### config.mk
export PLATFORM = sky130hd
export DESIGN_NAME = golomb_solution_recorder
export DESIGN_NICKNAME = d
export VERILOG_FILES = /design/src/rtl/golomb_pkg.sv /design/src/rtl/golomb_pair_checker.sv /design/src/rtl/golomb_solution_recorder.sv
export SDC_FILE = /design/constraint.sdc
export NUM_CORES = 1
export LEC_CHECK = 0
export ABC_AREA = 1
export BUFFER_PORTS_ARGS = -buffer_cell sky130_fd_sc_hd__buf_2
export CAP_MARGIN = 10
export CORE_ASPECT_RATIO = 0.9
export CORE_MARGIN = 2
export CORE_UTILIZATION = 29
export DETAILED_ROUTE_END_ITERATION = 8
export SLEW_MARGIN = 20
export SYNTH_ARGS = -nofsm -noshare
export SYNTH_HDL_FRONTEND = slang
export SYNTH_HIERARCHICAL = 1
export SYNTH_SLANG_ARGS = --single-unit
### constraint.sdc
create_clock -name clock -period 5.3 [get_ports clock]
set_clock_uncertainty 0.15 [all_clocks]
set_input_delay 0.53 -clock clock [delete_from_list [all_inputs] [get_ports clock]]
set_output_delay 0.53 -clock clock [all_outputs]
set_load 0.03 [all_outputs]
### src/rtl/golomb_pkg.sv
// Shared definitions for the Golomb ruler search: recorder FSM states, the
// pair-count helper and a width-limited saturating increment.
package golomb_pkg;

    typedef enum logic [1:0] {
        ST_IDLE  = 2'd0,
        ST_CHECK = 2'd1,
        ST_STORE = 2'd2,
        ST_DONE  = 2'd3
    } state_t;

    // Number of mark pairs (i<j) on a ruler whose last mark has index n.
    function automatic int unsigned num_pairs(input int unsigned n);
        return ((n + 1) * n) / 2;
    endfunction

    // Increment v, sticking at the all-ones value of a w-bit counter (w <= 16).
    function automatic logic [15:0] sat_inc(input logic [15:0] v, input int unsigned w);
        logic [15:0] top_val;
        top_val = 16'((17'(1) << w) - 17'd1);
        return (v >= top_val) ? top_val : v + 16'd1;
    endfunction

endpackage

### src/rtl/golomb_pair_checker.sv
// Walks every mark pair (i<j) of a latched ruler, one pair per cycle, and
// flags a repeated or non-positive distance using a seen-vector.
module golomb_pair_checker
    import golomb_pkg::*;
#(
    parameter int unsigned NUMPOSITIONS = 5,
    parameter int unsigned POSW         = 8
) (
    input  logic                             clock,
    input  logic                             reset,
    input  logic                             i_start,
    input  logic                             i_abort,
    input  logic [(NUMPOSITIONS+1)*POSW-1:0] i_marks,
    output logic                             o_busy,
    output logic                             o_last,
    output logic                             o_ok
);

    localparam int unsigned NPAIRS = num_pairs(NUMPOSITIONS);
    localparam int unsigned IW     = $clog2(NUMPOSITIONS + 1);
    localparam int unsigned CW     = $clog2(NPAIRS + 1);

    logic [IW-1:0]          r_i;
    logic [IW-1:0]          r_j;
    logic [CW-1:0]          r_cnt;
    logic                   r_busy;
    logic                   r_bad;
    logic [(1<<POSW)-1:0]   r_seen;
    logic [POSW-1:0]        w_mi;
    logic [POSW-1:0]        w_mj;
    logic [POSW-1:0]        w_dist;
    logic                   w_cur_bad;

    always_comb begin
        w_mi = '0;
        w_mj = '0;
        for (int unsigned k = 0; k <= NUMPOSITIONS; k++) begin
            if (r_i == IW'(k)) w_mi = i_marks[(NUMPOSITIONS-k)*POSW +: POSW];
            if (r_j == IW'(k)) w_mj = i_marks[(NUMPOSITIONS-k)*POSW +: POSW];
        end
    end

    assign w_dist    = w_mj - w_mi;
    assign w_cur_bad = (w_mj <= w_mi) || r_seen[w_dist];

    assign o_busy = r_busy;
    assign o_last = (r_cnt == CW'(NPAIRS - 1));
    // o_ok already folds in the pair being visited this cycle.
    assign o_ok   = !r_bad && !w_cur_bad;

    always_ff @(posedge clock or negedge reset) begin
        if (!reset) begin
            r_i    <= '0;
            r_j    <= '0;
            r_cnt  <= '0;
            r_busy <= 1'b0;
            r_bad  <= 1'b0;
            r_seen <= '0;
        end else if (i_start) begin
            r_i    <= '0;
            r_j    <= IW'(1);
            r_cnt  <= '0;
            r_busy <= 1'b1;
            r_bad  <= 1'b0;
            r_seen <= '0;
        end else if (i_abort) begin
            r_busy <= 1'b0;
        end else if (r_busy) begin
            r_seen[w_dist] <= 1'b1;
            if (w_cur_bad) r_bad <= 1'b1;
            r_cnt <= r_cnt + CW'(1);
            if (o_last) begin
                r_busy <= 1'b0;
            end else if (r_j == IW'(NUMPOSITIONS)) begin
                r_i <= r_i + IW'(1);
                r_j <= r_i + IW'(2);
            end else begin
                r_j <= r_j + IW'(1);
            end
        end
    end

endmodule

### src/rtl/golomb_solution_recorder.sv
// Records the shortest ruler reported by the mark counters and publishes the
// current length bound. Optional pair self-check: GOLOMB_SELFCHECK_EN.
module golomb_solution_recorder
    import golomb_pkg::*;
#(
    parameter int unsigned NUMPOSITIONS = 5,
    parameter int unsigned POSW         = 8,
    parameter int unsigned INIT_LIMIT   = 255
) (
    input  logic                             clock,
    input  logic                             reset,
    input  logic                             sol_valid,
    input  logic [(NUMPOSITIONS+1)*POSW-1:0] marks_in,
    input  logic                             search_done,
    output logic                             sol_ready,
    output logic [POSW-1:0]                  limit,
    output logic [(NUMPOSITIONS+1)*POSW-1:0] best_marks,
    output logic                             best_valid,
    output logic [15:0]                      sol_count,
    output logic [7:0]                       reject_count,
    output logic                             finished
);

    localparam int unsigned MW = (NUMPOSITIONS + 1) * POSW;

    state_t          r_state;
    state_t          w_next;
    logic [MW-1:0]   r_marks;
    logic [MW-1:0]   r_best;
    logic [POSW-1:0] r_limit;
    logic            r_best_valid;
    logic [15:0]     r_sol_cnt;
    logic [7:0]      r_rej_cnt;
    logic            r_armed;
    logic            r_done_req;
    logic [POSW-1:0] w_len;
    logic            w_len_ok;
    logic            w_accept;
    logic            w_pair_done;
    logic            w_pair_ok;
    logic            w_reject;
    logic            w_done_req;

    assign w_len      = r_marks[POSW-1:0];
    assign w_len_ok   = (w_len < r_limit);
    assign w_accept   = sol_ready && sol_valid;
    assign w_done_req = search_done || r_done_req;

`ifdef GOLOMB_SELFCHECK_EN
    logic w_chk_start;
    logic w_chk_abort;
    logic w_chk_busy;
    logic w_chk_last;

    assign w_chk_start = w_accept;
    assign w_chk_abort = (r_state == ST_CHECK) && !w_len_ok;
    assign w_pair_done = w_chk_busy && w_chk_last;

    golomb_pair_checker #(
        .NUMPOSITIONS (NUMPOSITIONS),
        .POSW         (POSW)
    ) u_pair_checker (
        .clock   (clock),
        .reset   (reset),
        .i_start (w_chk_start),
        .i_abort (w_chk_abort),
        .i_marks (r_marks),
        .o_busy  (w_chk_busy),
        .o_last  (w_chk_last),
        .o_ok    (w_pair_ok)
    );
`else
    assign w_pair_done = 1'b1;
    assign w_pair_ok   = 1'b1;
`endif

    assign w_reject = (r_state == ST_CHECK) && (!w_len_ok || (w_pair_done && !w_pair_ok));

    always_ff @(posedge clock or negedge reset) begin
        if (!reset) r_state <= ST_IDLE;
        else        r_state <= w_next;
    end

    // A done request seen mid-ruler lets that ruler finish, then goes straight to DONE.
    always_comb begin
        w_next = r_state;
        case (r_state)
            ST_IDLE: begin
                if (w_accept)         w_next = ST_CHECK;
                else if (search_done) w_next = ST_DONE;
            end
            ST_CHECK: begin
                if (w_reject)         w_next = w_done_req ? ST_DONE : ST_IDLE;
                else if (w_pair_done) w_next = ST_STORE;
            end
            ST_STORE: w_next = w_done_req ? ST_DONE : ST_IDLE;
            ST_DONE:  w_next = ST_DONE;
            default:  w_next = ST_IDLE;
        endcase
    end

    always_comb begin
        sol_ready = (r_state == ST_IDLE) && r_armed;
        finished  = (r_state == ST_DONE);
    end

    always_ff @(posedge clock or negedge reset) begin
        if (!reset) begin
            r_marks      <= '0;
            r_best       <= '0;
            r_limit      <= POSW'(INIT_LIMIT);
            r_best_valid <= 1'b0;
            r_sol_cnt    <= '0;
            r_rej_cnt    <= '0;
            r_armed      <= 1'b0;
            r_done_req   <= 1'b0;
        end else begin
            r_armed <= 1'b1;
            if (w_accept) r_marks <= marks_in;
            if (((r_state == ST_CHECK) || (r_state == ST_STORE)) && search_done)
                r_done_req <= 1'b1;
            if (w_reject) r_rej_cnt <= 8'(sat_inc(16'(r_rej_cnt), 8));
            if (r_state == ST_STORE) begin
                r_best       <= r_marks;
                r_best_valid <= 1'b1;
                r_limit      <= w_len;
                r_sol_cnt    <= sat_inc(r_sol_cnt, 16);
            end
        end
    end

    assign limit        = r_limit;
    assign best_marks   = r_best;
    assign best_valid   = r_best_valid;
    assign sol_count    = r_sol_cnt;
    assign reject_count = r_rej_cnt;

endmodule

==> metrics.txt <==
fraction of synthesized cell area in xor and xnor cells less than 1%; yosys warns 6; Hold Vio Cnt, Final 0; launching element type of the critical path register; worst reg-to-reg setup slack 2780 ps; starting DRC count in detailed routing roughly 210; Setup Crit Path Kind reg -> reg; die area 0.0206 mm2; sum of overflow across all layers after global routing 0; Placeable Area 0.0192 mm2; Cell Count Post-Placement approximately 930; async set-reset flop share out of synthesis between 90% and 100%; clock tree buffer depth 2; fin crit share between 40% and 50%; instance area after placement around 0.0066 mm2; slew at the pin closest to its max-slew limit 1000 ps; number of buffers inserted during clock tree synthesis 17; row count 48; share of post-route cells with drive strength above 1 ~34%; GRT Total Usage about 13%; Die W between 150 and 200 um; layout net count between 700 and 800; first drt pass iteration count 5; Worst VDD drop a little over 0.2 mV; count of flip-flops with a built-in enable after synthesis 0; cell area after synthesis 0.00566 mm2; final setup margin about 2800 ps; cell area power density between 300 and 400 mW/mm2; Synth Area per Inst 10.0 um2; final critical-path required period approximately 2500 ps; number of synthesized register bits approximately 130; distinct cell type count after synthesis 34; number of nets still failing antenna checks after routing 0; initial antenna violation count 2; first-pass GRT wire length around 20000 um; max-capacitance violation count 0; kind of end point of the critical path register; initial cell density of the core 29.5%; setup repair after global routing missed its margin no; Data required, critical path ~5400 ps; root buffer cell clkbuf_16; adder and majority cell fraction of the synthesized area under 10%; last weighted congestion value of the routability-driven placer about 0.74; data arrival time of the critical path around 2700 ps; total power after layout approximately 2.3 mW; design area 0.00719 mm2; worst min path class in -> async; worst slack on hold paths slightly above 50 ps; multiplexer fraction of the synthesized cell area under 10%; CTS tree yes; detailed-route vias per instance approximately 4.3; number of sinks handled by clock tree synthesis 133; number of nets in the synthesized netlist 630; dominant combinational cell family by area after synthesis simple AND/OR/NAND/NOR gates; diodes inserted 0; number of global-route vias before repair 4032; most used flip-flop cell after synthesis dfrtp_1; cell taking the most area after synthesis dfrtp_1; Max H-tree Level 4; number of setup buffers added after CTS 0; maximum fanout along the worst path 62; share of the synthesized area in compound gates (AO/OA/AOI/OAI) between 3 and 4%; Clock Latency Late Sink 410 ps; Hold Buf Count CTS 0; maximum number of pins on one net before global-route repair a little under 100; wirelength, routed roughly 12000 um; result of the run completed; max-slew violation count 0; fraction of the yosys area taken by sequential cells roughly three fifths; highest clock rate 397 MHz; final setup fails 0; detailed placer's ending HPWL 8390 um; most area-consuming cells after synthesis dfrtp_1, nand2_1, mux2_2; # port buffers 134; top cells by instance count after synthesis nand2_1, dfrtp_1, mux2_2; P_leak ~4.1 nW; CTS clock-pin slew for the worst setup and hold paths 60 ps; Routed WL per cell around 13 um; Post-route DRC 0; Syn Inst Count approximately 560; chip height ~140 um; Total Neg Setup Slack 0 ps; post-layout instance count excluding filler cells between 900 and 1000; Area growth, synth to finish 27.1%; area share of and/or/nand/nor cells after synthesis ~20%; Post-Route Utilization between 30% and 40%; share of Yosys cell area claimed by the top area cell type between 50% and 60%; Gates resized, CTS repair 0; worst relative slew slack between 30% and 40%; Setup WS pre-CTS 2750 ps; count of pins on the block boundary roughly 140; leading cell type by number of instances after synthesis nand2_1; overall via count from detail_route 4141
-- power by group --
group / switching (mW) / internal, mW / total [mW]
logic: 0.0254 / 0.0146 / 0.0400
clock network: 0.469 / 0.726 / 1.20
registers: 0.0000955 / 1.02 / 1.02
total: 0.495 / 1.76 / 2.25
-- area by class of cell --
cell class	instances	area [um2]
clock buffer	20	457
clock inverter	12	141
fill	1918	12000
inverter	44	165
multi-input combinational	369	2080
sequential	133	3340
tap	250	313
timing repair buffer	137	699
-- registers in the layout, indices dropped and copies added, names as in the netlist --
name,cells
best_marks,48
r_marks,48
sol_count,16
limit,8
reject_count,8
r_state,2
best_valid,1
r_armed,1
r_done_req,1
-- per-layer routing --
layer  up-vias  track usage, %  wire length (um)
li1       2089               -                 -
met1      1943            16.5              5730
met2        93            19.5              5650
met3        16            4.90               887
met4         0            5.30               210
met5         -               0                 0
-- logic make-up after synthesis --
logic type,count (synthesis)
AND/OR/NAND/NOR,266
adder cells (fa/ha/maj),14
XOR/XNOR,5
AO/OA/AOI/OAI,36
buffers and inverters,62
other,1
flip-flops,133
multiplexers,47
-- cells in the final DEF, fill, tap and decap left out, types with 3 or more instances in the layout --
cell	Yosys	layout
nand2_1	202	201
buf_2	4	133
dfrtp_1	125	125
mux2_2	47	47
inv_1	38	38
o21ai_0	20	20
nand3_1	19	19
clkbuf_16	0	17
nor2_1	15	15
ha_1	14	13
a21oi_1	12	12
dfstp_2	8	8
inv_2	6	6
nand4_1	5	5
inv_6	0	5
nand2_2	3	4
nor3_1	4	4
nor2_2	3	3
nand3b_1	3	3
xor2_1	3	3
or2_2	3	3
buf_4	3	3
-- path summary, 6_finish.rpt --
kind                                  end  cells after the start    startpoint
setup / recovery            sol_count[13]                     12    r_state[0]
hold / removal              sol_count[11]                      1         reset
setup reg to reg            sol_count[13]                     12    r_state[0]
hold reg to reg            best_marks[27]                      2   r_marks[27]
max in group asynchronous  best_marks[25]                      2         reset
min in group clock            r_marks[20]                      2  marks_in[20]
-- worst max-delay path, cell delays in order (launching register included) --
cell and delay (ps):
dfrtp_1 410, inv_1 120, ha_2 200, buf_4 540, nand2_1 170, nor2_2 190
nand2_2 100, inv_2 70, nand4_2 110, nor2_2 140, nand2_1 70, nand2_1 50
nand3_1 60
No activity file was read; power rests on OpenSTA's default activity.
